$ cat src/rtl/cp0_pkg.sv
// Shared CP0 definitions: register indices, SR/Cause field layout and write masks.
package cp0_pkg;

    localparam logic [4:0] CP0_COUNT   = 5'd9;
    localparam logic [4:0] CP0_COMPARE = 5'd11;
    localparam logic [4:0] CP0_SR      = 5'd12;
    localparam logic [4:0] CP0_CAUSE   = 5'd13;
    localparam logic [4:0] CP0_EPC     = 5'd14;
    localparam logic [4:0] CP0_PRID    = 5'd15;

    localparam int SR_IM_LSB     = 10;
    localparam int SR_EXL_BIT    = 1;
    localparam int SR_IE_BIT     = 0;
    localparam int CAUSE_IP_LSB  = 10;
    localparam int CAUSE_EXC_LSB = 2;

    localparam logic [31:0] SR_WMASK = (32'h0000_003F << SR_IM_LSB)
                                     | (32'd1 << SR_EXL_BIT)
                                     | (32'd1 << SR_IE_BIT);
    localparam logic [31:0] EPC_MASK = 32'hFFFF_FFFC;

    typedef struct packed {
        logic [15:0] rsv_hi;
        logic [5:0]  im;
        logic [7:0]  rsv_mid;
        logic        exl;
        logic        ie;
    } sr_t;

    function automatic logic [31:0] cause_word(input logic [5:0] ip, input logic [4:0] exc);
        logic [31:0] w;
        w = (32'(ip) << CAUSE_IP_LSB) | (32'(exc) << CAUSE_EXC_LSB);
        return w;
    endfunction

endpackage

$ cat src/rtl/cp0_unit_if.sv
// CP0 port between the controller (master) and the coprocessor (slave).
interface cp0_unit_if;

    logic [5:0]  hw_int;
    logic        exl_set;
    logic        exl_clr;
    logic [31:0] epc_in;
    logic        we;
    logic [4:0]  waddr;
    logic [31:0] wdata;
    logic [4:0]  raddr;
    logic [31:0] rdata;
    logic        int_req;
    logic [31:0] epc_out;

    modport master (
        output hw_int, exl_set, exl_clr, epc_in, we, waddr, wdata, raddr,
        input  rdata, int_req, epc_out
    );

    modport slave (
        input  hw_int, exl_set, exl_clr, epc_in, we, waddr, wdata, raddr,
        output rdata, int_req, epc_out
    );

endinterface

$ cat src/rtl/cp0_timer.sv
// Count/Compare timer; TI is sticky once Count matches Compare and clears on any Compare write.
module cp0_timer (
    input  logic        clk,
    input  logic        reset,
    input  logic        count_we_i,
    input  logic        compare_we_i,
    input  logic [31:0] wdata_i,
    output logic [31:0] count_o,
    output logic [31:0] compare_o,
    output logic        ti_o
);

    logic [31:0] count_q, count_d;
    logic [31:0] compare_q, compare_d;
    logic        ti_q, ti_d;

    always_comb begin
        count_d   = count_we_i ? wdata_i : count_q + 32'd1;
        compare_d = compare_we_i ? wdata_i : compare_q;
        ti_d      = ti_q;
        if (count_q == compare_q) ti_d = 1'b1;
        if (compare_we_i)         ti_d = 1'b0;
    end

    always_ff @(posedge clk or negedge reset) begin
        if (!reset) begin
            count_q   <= 32'd0;
            compare_q <= 32'hFFFF_FFFF;
            ti_q      <= 1'b0;
        end else begin
            count_q   <= count_d;
            compare_q <= compare_d;
            ti_q      <= ti_d;
        end
    end

    assign count_o   = count_q;
    assign compare_o = compare_q;
    assign ti_o      = ti_q;

endmodule

$ cat src/rtl/cp0_unit.sv
// CP0 system-control coprocessor: SR/Cause/EPC/PRId, interrupt request, mfc0/mtc0 port.
// Define CP0_TIMER_EN to add the Count/Compare timer feeding Cause.IP[15].
module cp0_unit
    import cp0_pkg::*;
#(
    parameter logic [31:0] PRID     = 32'h2023_0001,
    parameter logic [31:0] SR_RESET = 32'h0000_0000
) (
    input logic       clk,
    input logic       reset,
    cp0_unit_if.slave bus
);

    sr_t         sr_q, sr_d;
    logic [5:0]  ip_q, ip_d;
    logic [4:0]  exc_q, exc_d;
    logic [31:0] epc_q, epc_d;
    logic        ti;
    logic        wr_sr, wr_epc;
    logic [31:0] rdata_reg;
    logic [31:0] rdata_mux;

    assign wr_sr  = bus.we && (bus.waddr == CP0_SR);
    assign wr_epc = bus.we && (bus.waddr == CP0_EPC);

`ifdef CP0_TIMER_EN
    logic [31:0] count_val, compare_val;
    logic        wr_count, wr_compare;

    assign wr_count   = bus.we && (bus.waddr == CP0_COUNT);
    assign wr_compare = bus.we && (bus.waddr == CP0_COMPARE);

    cp0_timer u_timer (
        .clk          (clk),
        .reset        (reset),
        .count_we_i   (wr_count),
        .compare_we_i (wr_compare),
        .wdata_i      (bus.wdata),
        .count_o      (count_val),
        .compare_o    (compare_val),
        .ti_o         (ti)
    );
`else
    assign ti = 1'b0;
`endif

    // Ordering of the assignments encodes EXL priority: exl_set beats mtc0 beats exl_clr.
    always_comb begin
        sr_d = sr_q;
        if (bus.exl_clr) sr_d.exl = 1'b0;
        if (wr_sr)       sr_d = sr_t'(bus.wdata & SR_WMASK);
        if (bus.exl_set) sr_d.exl = 1'b1;

        epc_d = epc_q;
        if (wr_epc)      epc_d = bus.wdata & EPC_MASK;
        if (bus.exl_set) epc_d = bus.epc_in & EPC_MASK;

        exc_d = exc_q;
        if (bus.exl_set) exc_d = 5'd0;

        ip_d    = bus.hw_int;
        ip_d[5] = bus.hw_int[5] | ti;
    end

    always_ff @(posedge clk or negedge reset) begin
        if (!reset) begin
            sr_q  <= sr_t'(SR_RESET & SR_WMASK);
            ip_q  <= 6'd0;
            exc_q <= 5'd0;
            epc_q <= 32'd0;
        end else begin
            sr_q  <= sr_d;
            ip_q  <= ip_d;
            exc_q <= exc_d;
            epc_q <= epc_d;
        end
    end

    // Same-cycle mtc0 to the register being read returns the value it will hold after the edge.
    always_comb begin
        rdata_reg = 32'd0;
        case (bus.raddr)
            CP0_SR:      rdata_reg = 32'(sr_q);
            CP0_CAUSE:   rdata_reg = cause_word(ip_q, exc_q);
            CP0_EPC:     rdata_reg = epc_q;
            CP0_PRID:    rdata_reg = PRID;
`ifdef CP0_TIMER_EN
            CP0_COUNT:   rdata_reg = count_val;
            CP0_COMPARE: rdata_reg = compare_val;
`endif
            default:     rdata_reg = 32'd0;
        endcase

        rdata_mux = rdata_reg;
        if (bus.we && (bus.waddr == bus.raddr)) begin
            case (bus.waddr)
                CP0_SR:      rdata_mux = bus.wdata & SR_WMASK;
                CP0_EPC:     rdata_mux = bus.wdata & EPC_MASK;
`ifdef CP0_TIMER_EN
                CP0_COUNT:   rdata_mux = bus.wdata;
                CP0_COMPARE: rdata_mux = bus.wdata;
`endif
                default:     rdata_mux = rdata_reg;
            endcase
        end
    end

    assign bus.rdata   = rdata_mux;
    assign bus.epc_out = wr_epc ? (bus.wdata & EPC_MASK) : epc_q;
    assign bus.int_req = (|(ip_q & sr_q.im)) & sr_q.ie & ~sr_q.exl;

endmodule
$ cat src/flat_wrapper.sv
// flat-port wrapper written by rule: the top's interface ports become plain ports
module cp0_unit_flat import cp0_pkg::*;
#(
    parameter logic [31:0] PRID     = 32'h2023_0001,
    parameter logic [31:0] SR_RESET = 32'h0000_0000
)
  (clk, reset, bus_hw_int, bus_exl_set, bus_exl_clr, bus_epc_in, bus_we, bus_waddr, bus_wdata, bus_raddr, bus_rdata, bus_int_req, bus_epc_out);
  cp0_unit_if bus_i ();
  input logic clk;
  input logic reset;
  input wire logic [$bits(bus_i.hw_int)-1:0] bus_hw_int;
  input wire logic [$bits(bus_i.exl_set)-1:0] bus_exl_set;
  input wire logic [$bits(bus_i.exl_clr)-1:0] bus_exl_clr;
  input wire logic [$bits(bus_i.epc_in)-1:0] bus_epc_in;
  input wire logic [$bits(bus_i.we)-1:0] bus_we;
  input wire logic [$bits(bus_i.waddr)-1:0] bus_waddr;
  input wire logic [$bits(bus_i.wdata)-1:0] bus_wdata;
  input wire logic [$bits(bus_i.raddr)-1:0] bus_raddr;
  output wire logic [$bits(bus_i.rdata)-1:0] bus_rdata;
  output wire logic [$bits(bus_i.int_req)-1:0] bus_int_req;
  output wire logic [$bits(bus_i.epc_out)-1:0] bus_epc_out;
  assign bus_i.hw_int = bus_hw_int;
  assign bus_i.exl_set = bus_exl_set;
  assign bus_i.exl_clr = bus_exl_clr;
  assign bus_i.epc_in = bus_epc_in;
  assign bus_i.we = bus_we;
  assign bus_i.waddr = bus_waddr;
  assign bus_i.wdata = bus_wdata;
  assign bus_i.raddr = bus_raddr;
  assign bus_rdata = bus_i.rdata;
  assign bus_int_req = bus_i.int_req;
  assign bus_epc_out = bus_i.epc_out;
  cp0_unit #(.PRID(PRID), .SR_RESET(SR_RESET)) u_core (.clk(clk), .reset(reset), .bus(bus_i));
endmodule
$ cat config.mk
export PLATFORM = sky130hd
export DESIGN_NAME = cp0_unit_flat
export DESIGN_NICKNAME = d
export VERILOG_FILES = /design/src/rtl/cp0_pkg.sv /design/src/rtl/cp0_unit_if.sv /design/src/rtl/cp0_timer.sv /design/src/rtl/cp0_unit.sv /design/src/flat_wrapper.sv
export SDC_FILE = /design/constraint.sdc
export NUM_CORES = 1
export LEC_CHECK = 0
export CORE_AREA = 4 4 102 75
export DETAILED_ROUTE_END_ITERATION = 16
export DIE_AREA = 0 0 106 79
export PLACE_DENSITY_LB_ADDON = 0.1
export SLEW_MARGIN = 20
export SYNTH_ARGS = -nofsm -noshare
export SYNTH_HDL_FRONTEND = slang
export SYNTH_HIERARCHICAL = 1
export SYNTH_SLANG_ARGS = --single-unit
$ cat constraint.sdc
create_clock -name clk -period 6.1 [get_ports clk]
set_clock_uncertainty 0.2 [all_clocks]
set_input_delay 0.915 -clock clk [delete_from_list [all_inputs] [get_ports clk]]
set_output_delay 0.915 -clock clk [all_outputs]
set_load 0.05 [all_outputs]
==> summary.md <==
| Metric | Value |
|---|---|
| Outcome | `finished, final reports clean` |
| Part of the cycle the worst path needs | `0.827` |
| Hold endpoint | `u_core/sr_q[11]` |
| TritonCTS clock tree | `done` |
| Level count of the clock H-tree | `2` |
| Area share of the leading cell type in the synthesized netlist | `0.414` |
| Sequential-to-total area share from yosys stat | `0.414` |
| Count of nets after finishing | `472` |
| Area growth from synthesis to layout | `59.3%` |
| Total count of hold-check failures in the final report | `0` |
| Remaining design rule violation count | `0` |
| Post-CTS Resized | `0` |
| Peak ir drop on the vdd network | `0.105 mV` |
| Async set-or-reset flop fraction in the synthesized netlist | `1.00` |
| Top cells by area, synth | `dfrtp_1, mux2_2, a22o_1, mux2i_1, mux2_4` |
| Average instance area after synthesis | `11.3 sq um` |
| Post-synthesis instance total | `245` |
| Top achievable clock speed | `0.198 GHz` |
| Final TNS setup | `0 ns` |
| Worst reg2reg endpoint | `u_core/epc_q[25]` |
| Yosys top cell by area | `dfrtp_1` |
| Cell area after synthesis | `2780 sq um` |
| Initial antenna violation count | `0` |
| Post-synthesis net count | `330` |
| Relative max-transition margin | `0.473` |
| Area of the die | `8370 sq um` |
| Maximum fanout along the worst path | `13` |
| Number of global-route vias before repair | `2555` |
| Data arrival time at the worst-slack endpoint | `3.93 ns` |
| Setup crit end kind | `output port` |
| Final core occ | `0.668` |
| Number of top-level pins | `150` |
| Reg clk slew, reported paths | `0.09 ns` |
| Wire length of the first global-routing pass | `13.4 mm` |
| R2R Setup Slk | `4.86 ns` |
| DR iter-0 viols | `105` |
| Floorplan die width | `106 um` |
| Critical R2R Launch | `u_core/epc_q[25]` |
| DPL Wire Length | `6.31 mm` |
| Total clock buffers created by CTS | `5` |
| YS warnings | `6` |
| Post-layout min period | `5.04 ns` |
| Number of enable flip-flop cells after synthesis | `0` |
| Dominant synthesized flop cell | `dfrtp_1` |
| Source-to-sink clock delay at the later pin of the worst-skew pair | `0.29 ns` |
| Post-synthesis cell type count | `37` |
| Crit start category | `primary input` |
| Initial Util | `0.419` |
| Pin count of the biggest net entering global routing | `47` |
| Flop and latch count out of synthesis | `46` |
| CTS max path bufs | `2` |
| Crit path kind | `in2out` |
| Standard-cell rows | `25` |
| Fin. max-slew vios | `0` |
| Area inside the core boundary | `6630 sq um` |
| Number of inserted filler cells in the final layout | `543` |
| Vias after detailed routing | `2474` |
| Post-CTS Setup Bufs | `0` |
| Root buffer selected by CTS | `clkbuf_8` |
| Hold buffer count at CTS | `0` |
| Number of cells on the worst reg-to-reg path | `2` |
| Static Leak | `1.80 nW` |
| Average vias per placed instance | `5.13` |
| Worst Max-Slew Pin Slew | `0.789 ns` |
| Layout cell share with drive strength beyond 1 | `0.224` |
| Power density relative to cell area | `202 nW/um^2` |
| Setup repair after global routing missed its margin | `false` |
| Gr ovfl total | `0` |
| Startpoint of the most critical hold path | `u_core/sr_q[11]` |
| Critical path required time | `4.98 ns` |
| Number of buffers inserted by port buffering | `147` |
| Routed length per instance | `17.9 um` |
| Overall die height | `79 um` |
| Global-route total usage across every layer | `0.205` |
| Hold path cells | `1` |
| Final Wtd Congestion | `0.833` |
| Number of clock sinks seen by CTS | `46` |
| Diode insertion count for antenna repair | `0` |
| Number of max-cap violations | `0` |
| TritonRoute pass-1 iters | `5` |
| Total wire length after detailed routing | `8.61 mm` |
| Worst hold-check path type | `reg2reg` |
| ANT nets after route | `0` |
| Final setup fails | `0` |
## metal layers
metal / GRT usage / routed length [um]
met3: 0.0699 / 680
met2: 0.347 / 4050
met4: 0.0272 / 29
met1: 0.264 / 3850
met5: 0 / 0
## metrics by stage
stage	std cells	cell area, sq um	worst slack (ns)	hold WS, ns	power [mW]
2_1_floorplan	245	2780	2.08	0.285	0.537
3_3_place_gp	474	4320	1.08	0.310	0.663
3_5_place_dp	474	4320	1.08	0.325	0.670
4_1_cts	482	4430	1.06	0.347	0.901
5_1_grt	482	4430	0.938	0.366	0.935
6_report	482	4430	1.06	0.345	0.894
## layout by cell type (no fill, tap or decap), types with 2 or more instances in the layout
cell,Yosys,routed
buf_4,0,5
and2_1,3,3
a21oi_1,11,11
mux2i_1,11,11
dfrtp_1,46,46
or2_2,6,6
a22o_1,20,20
inv_1,3,3
clkdlybuf4s50_1,0,146
mux2_4,6,6
nand2_1,24,24
nor2_1,4,4
nor2b_1,4,4
and3_1,2,2
xnor2_1,3,3
a31oi_1,3,3
clkbuf_8,0,5
o21ai_0,2,2
nor3_2,1,2
o2bb2ai_1,4,4
mux2_2,58,58
a22oi_1,3,3
## synthesized netlist by cell type, types with 2 or more instances
cell and n:
xnor2_1 3, buf_6 2, nand2_1 24, mux2_4 6, mux2_2 58, nor2b_1 4, buf_2 6, nor3_1 2
nor2_1 4, and2_1 3, a22o_1 20, and3_1 2, mux2i_1 11, inv_1 3, dfrtp_1 46, clkbuf_1 7
a31oi_1 3, a21oi_1 11, a22oi_1 3, o21ai_0 2, or2_2 6, o2bb2ai_1 4
## sequential cells by signal (all words and copies together) (netlist names)
name,count
u_core/epc_q,32
u_core/ip_q,6
u_core/sr_q,8
## report_power, final
| group | internal [mW] | switching, mW |
|---|---|---|
| Clock | 0.122 | 0.109 |
| Combinational | 0.143 | 0.165 |
| Sequential | 0.337 | 0.0179 |
| Total | 0.602 | 0.292 |
## worst max path at each step
stage,to,slack (ns),start,cells after the start
after detailed placement,bus_rdata[0],1.08,bus_raddr[0],6
after global placement,bus_epc_out[19],1.08,bus_waddr[1],6
after global routing,bus_rdata[0],0.94,bus_raddr[0],6
after CTS,bus_rdata[0],1.06,bus_raddr[0],6
final,bus_rdata[0],1.06,bus_raddr[0],6
after floorplan,bus_rdata[16],2.08,bus_waddr[0],6
## critical path: stages
cell and delay (ns):
clkdlybuf4s50_1 0.88, xnor2_1 0.18, nand3_1 0.18, or4_4 0.68, mux2_2 0.27, clkdlybuf4s50_1 0.81
## logic make-up after synthesis
family	synth area share
buf+inv	0.0351
compound gates	0.124
simple gates	0.107
mux	0.307
xor+xnor	0.0126
flops	0.414
## final cells by class
type,count,area [sq um],share of cell area
clock buffer,6,72.6,0.0164
clock inverter,2,37.5,0.00847
inverter,4,15.0,0.00339
multi-input combinational,179,1540,0.347
sequential,46,1150,0.260
tap,94,118,0.0266
timing repair buffer,151,1500,0.338
Power figures use the tool's default switching activity.
==> patch 1, RTL diff (config.mk and constraints unchanged) <==
Take the reset off `ip_q` and load it in a clocked block of its own.
--- a/src/rtl/cp0_unit.sv
+++ b/src/rtl/cp0_unit.sv
@@ -65,15 +65,17 @@
     always_ff @(posedge clk or negedge reset) begin
         if (!reset) begin
             sr_q  <= sr_t'(SR_RESET & SR_WMASK);
-            ip_q  <= 6'd0;
             exc_q <= 5'd0;
             epc_q <= 32'd0;
         end else begin
             sr_q  <= sr_d;
-            ip_q  <= ip_d;
             exc_q <= exc_d;
             epc_q <= epc_d;
         end
+    end
+
+    always_ff @(posedge clk) begin
+        ip_q <= ip_d;
     end
 
     // Same-cycle mtc0 to the register being read returns the value it will hold after the edge.
Behaviour: not the same (a bounded check fails within 4 cycles, from zero or initial values and one cycle with reset low).
==> patch 1 against the unedited design <==
- area after synthesis down 1.1%
- wire length down 1.7%
- via count up 1.4%
- total power down 4.3%
- count of clock-buffer cells in the layout up 1
- die area unchanged
- design area down 1.2%
- hold slack worse by 18 ps
- utilization down 0.77 points
- worst setup slack better by 13 ps
- sequential cell count unchanged
- cell count unchanged
- critical path type unchanged
- largest power group unchanged
==> patch 1: results (changes against the unedited design) <==
| Metric | Value |
|---|---|
| FMAX | `198.8 MHz (was 198.3 MHz)` |
| Vias in the first global route | `2677 (was 2555)` |
| Wire length on met2 | `3.878 mm (was 4.045 mm)` |
| Post-DP HPWL | `6.200 mm (was 6.309 mm)` |
| Status | `complete, no violations (unchanged)` |
| Crit path largest cell delay | `900 ps (was 880 ps)` |
| GP Congestion | `0.7632 (was 0.8332)` |
| DRT Pass-1 Iters | `4 (was 5)` |
| Reg-to-reg endpoint | `u_core/epc_q[8]$_DFF_PN0_ (was u_core/epc_q[25]$_DFF_PN0_)` |
| Pin count of the biggest net entering global routing | `41 (was 47)` |
| Post-DR vias/cell | `5.203 (was 5.133)` |
| Main area contributors after synthesis | `dfrtp_1, mux2_2, a22o_1 (unchanged)` |
| GR Util met1 | `25.20% (was 26.37%)` |
| Synth unique cells | `38 (was 37)` |
| Hold Slack | `326.4 ps (was 344.6 ps)` |
| Met2 Resource Use GR | `33.52% (was 34.67%)` |
| Post-synthesis sequential area ratio | `40.76% (was 41.40%)` |
| R2R setup slack | `4860 ps (about the same)` |
| Peak supply drop | `112.3 µV (was 105.4 µV)` |
| Slew HR | `34.87% (was 47.31%)` |
| GRT Util Overall | `20.45% (was 20.53%)` |
| Critical Path AT | `3910 ps (was 3930 ps)` |
| Met3 routed WL | `921 µm (was 680 µm)` |
| Worst Hold End | `u_core/epc_q[0]$_DFF_PN0_ (was u_core/sr_q[11]$_DFFE_PN0P_)` |
| Metal-1 WL | `3.557 mm (was 3.849 mm)` |
| Starting DRC count in detailed routing | `126 (was 105)` |
| R2R Path Start | `u_core/epc_q[8]$_DFF_PN0_ (was u_core/epc_q[25]$_DFF_PN0_)` |
| Synth top cells by count | `mux2_2, dfrtp_1, nand2_1 (unchanged)` |
| First-pass GRT wire length | `13.38 mm (was 13.44 mm)` |
| Routed WL | `8.461 mm (was 8.605 mm)` |
==> patch 1: cell types whose count changed in the layout (fill, tap and decap cells not counted) <==
| cell | delta |
|---|---|
| buf_2 | +1 |
| buf_4 | -1 |
| dfrtp_1 | -6 |
| dfxtp_1 | +6 |
| clkinvlp_4 | -1 |
| clkinv_2 | +1 |
| clkbuf_8 | +1 |
| bufinv_16 | -1 |
==> patch 1: area by class of cell <==
| class | instances | area [µm²] | area share, % |
|---|---|---|---|
| tap | 94 | 117.6 | 2.686 |
| timing repair buffer | 151 | 1496 | 34.18 |
| clock inverter | 1 | 5.005 | 0.1143 |
| sequential | 46 | 1121 | 25.61 |
| multi-input combinational | 179 | 1536 | 35.10 |
| clock buffer | 7 | 86.33 | 1.972 |
| inverter | 4 | 15.01 | 0.3430 |
==> patch 1: through the flow <==
stage                     std cells  cell area [µm²]  power [W]  util, %
final                           482             4378  0.0008549    66.02
after global routing            482             4378  0.0008986    66.02
after CTS                       482             4378  0.0008650    66.02
after detailed placement        474             4287  0.0006676    64.64
after global placement          474             4287  0.0006615    64.64
after floorplan                 245             2750  0.0005364        -
==> patch 1: cell families (layout without fill, tap and decap cells) <==
kind of cell	after synthesis	count (layout)	share of synthesized area (%)
and+or+nand+nor	54	54	10.83
muxes	75	75	31.03
buffers and inverters	20	163	3.549
AOI/OAI and AO/OA	46	46	12.56
DFF	46	46	40.76
xor gates and xnor gates	4	4	1.274
==> patch 1: power breakdown <==
group          internal [W]  total (W)  switching, W
sequential         0.000336   0.000353     0.0000169
clock             0.0000916   0.000195      0.000103
combinational      0.000142   0.000307      0.000165
==> patch 1: worst reg2reg max path, stage by stage (launching register included) <==
cell,delay [ps]
dfrtp_1,380
mux2_2,280
mux2_2,270
==> patch 2, RTL diff (same settings) <==
Without the edit above. `PRID` is set to 32'h2023_0001 in 2 places; all go to 32'h181A4000.
--- a/src/rtl/cp0_unit.sv
+++ b/src/rtl/cp0_unit.sv
@@ -3,7 +3,7 @@
 module cp0_unit
     import cp0_pkg::*;
 #(
-    parameter logic [31:0] PRID     = 32'h2023_0001,
+    parameter logic [31:0] PRID     = 32'h181A4000,
     parameter logic [31:0] SR_RESET = 32'h0000_0000
 ) (
     input logic       clk,
--- a/src/flat_wrapper.sv
+++ b/src/flat_wrapper.sv
@@ -1,7 +1,7 @@
 // flat-port wrapper written by rule: the top's interface ports become plain ports
 module cp0_unit_flat import cp0_pkg::*;
 #(
-    parameter logic [31:0] PRID     = 32'h2023_0001,
+    parameter logic [31:0] PRID     = 32'h181A4000,
     parameter logic [31:0] SR_RESET = 32'h0000_0000
 )
   (clk, reset, bus_hw_int, bus_exl_set, bus_exl_clr, bus_epc_in, bus_we, bus_waddr, bus_wdata, bus_raddr, bus_rdata, bus_int_req, bus_epc_out);
Formal check against the unedited RTL: not equivalent (a bounded check fails within 4 cycles, from zero or initial values and one cycle with reset low).
==> patch 2 against the unedited design <==
- global-route usage grew 0.50 points
- combinational power is 3% higher
- worst setup slack better by 130 ps
- total power down 3.8%
- wire length up 1.6%
- area after synthesis is 3.1% higher
- non-clock buffer count shrank 1
- sequential power is essentially flat
- sequential cell count is the same
- design area up 0.42%
- largest cell class unchanged
- largest power group unchanged
==> patch 2: results (changes against the unedited design) <==
| Metric | Value |
|---|---|
| R2R setup slack | `4840 ps (was 4860 ps)` |
| Vias in the first global route | `2683 (was 2555)` |
| Wire length on met2 | `4.092 mm (was 4.045 mm)` |
| Met2 Resource Use GR | `34.86% (was 34.67%)` |
| Critical Path AT | `3800 ps (was 3930 ps)` |
| Synth unique cells | `34 (was 37)` |
| Metal-1 WL | `3.797 mm (was 3.849 mm)` |
| Routed wire length per instance | `18.33 µm (was 17.85 µm)` |
| Synth top cells by count | `mux2_2, dfrtp_1, nand2_1 (unchanged)` |
| Inst Count DP | `471 (was 474)` |
| Net Count, Synth | `326 (was 330)` |
| Routed WL | `8.744 mm (was 8.605 mm)` |
| DRT Pass-1 Iters | `4 (was 5)` |
| Comb. pwr | `0.000318 W (was 0.000308 W)` |
| Post-DP HPWL | `6.342 mm (was 6.309 mm)` |
| Peak supply drop | `113.0 µV (was 105.4 µV)` |
| Post-synthesis sequential area ratio | `40.17% (was 41.40%)` |
| Leakage power | `1.846 nW (was 1.804 nW)` |
| GP Congestion | `0.7618 (was 0.8332)` |
| Placement Setup Slack | `1166 ps (was 1084 ps)` |
| Maximum fanout along the worst path | `19 (was 13)` |
| R2R Path Start | `u_core/epc_q[30]$_DFF_PN0_ (was u_core/epc_q[25]$_DFF_PN0_)` |
| Status | `complete, no violations (unchanged)` |
| Share of Yosys cell area claimed by the top area cell type | `40.17% (was 41.40%)` |
| Main area contributors after synthesis | `dfrtp_1, mux2_2, mux2_4 (was dfrtp_1, mux2_2, a22o_1)` |
| Avg Inst Size Synth | `11.89 µm² (was 11.35 µm²)` |
| Met3 routed WL | `790 µm (was 680 µm)` |
| Post-DR vias/cell | `5.174 (was 5.133)` |
| Clock net power | `0.000187 W (was 0.000231 W)` |
| Net switching fraction of the power | `33.02% (was 32.64%)` |
| Slew HR | `44.32% (was 47.31%)` |
| GRT Util Overall | `21.03% (was 20.53%)` |
patch 2: cell count changes after synthesis, sizes merged, moves of 4 or more:
cell and delta:
a21oi -5, mux2 +7, o21ai +6, nand2 +5
clkbuf -4, nand2b +5, or2 -7, o2bb2ai -4
patch 2: worst min path at each step:
stage,start,to,slack [ps],cells after the start
after floorplan,u_core/sr_q[10]$_DFFE_PN0P_,u_core/sr_q[10]$_DFFE_PN0P_,300,1
after global placement,u_core/sr_q[14]$_DFFE_PN0P_,u_core/sr_q[14]$_DFFE_PN0P_,320,1
after detailed placement,u_core/sr_q[14]$_DFFE_PN0P_,u_core/sr_q[14]$_DFFE_PN0P_,330,1
after CTS,u_core/sr_q[14]$_DFFE_PN0P_,u_core/sr_q[14]$_DFFE_PN0P_,340,1
after global routing,u_core/sr_q[15]$_DFFE_PN0P_,u_core/sr_q[15]$_DFFE_PN0P_,380,1
final,u_core/sr_q[14]$_DFFE_PN0P_,u_core/sr_q[14]$_DFFE_PN0P_,340,1
patch 2: worst max-delay path, cell delays in order:
cell             delay, ps
clkdlybuf4s50_1        450
buf_4                  220
xnor2_1                150
and4_4                 260
and3_1                 700
a22o_1                 260
clkdlybuf4s50_1        810
patch 2: final cells by class:
| type | instances | area [µm²] | area share [%] |
|---|---|---|---|
| inverter | 5 | 18.77 | 0.4219 |
| tap | 94 | 117.6 | 2.644 |
| sequential | 46 | 1151 | 25.88 |
| clock buffer | 6 | 82.58 | 1.857 |
| multi-input combinational | 176 | 1587 | 35.67 |
| timing repair buffer | 150 | 1491 | 33.53 |
patch 2: kinds of logic after synthesis:
family	count (synthesis)	synth area share, %
mux	79	33.58
simple gates	51	9.606
flops	46	40.17
compound gates	42	10.74
buf+inv	19	4.672
xor+xnor	4	1.223
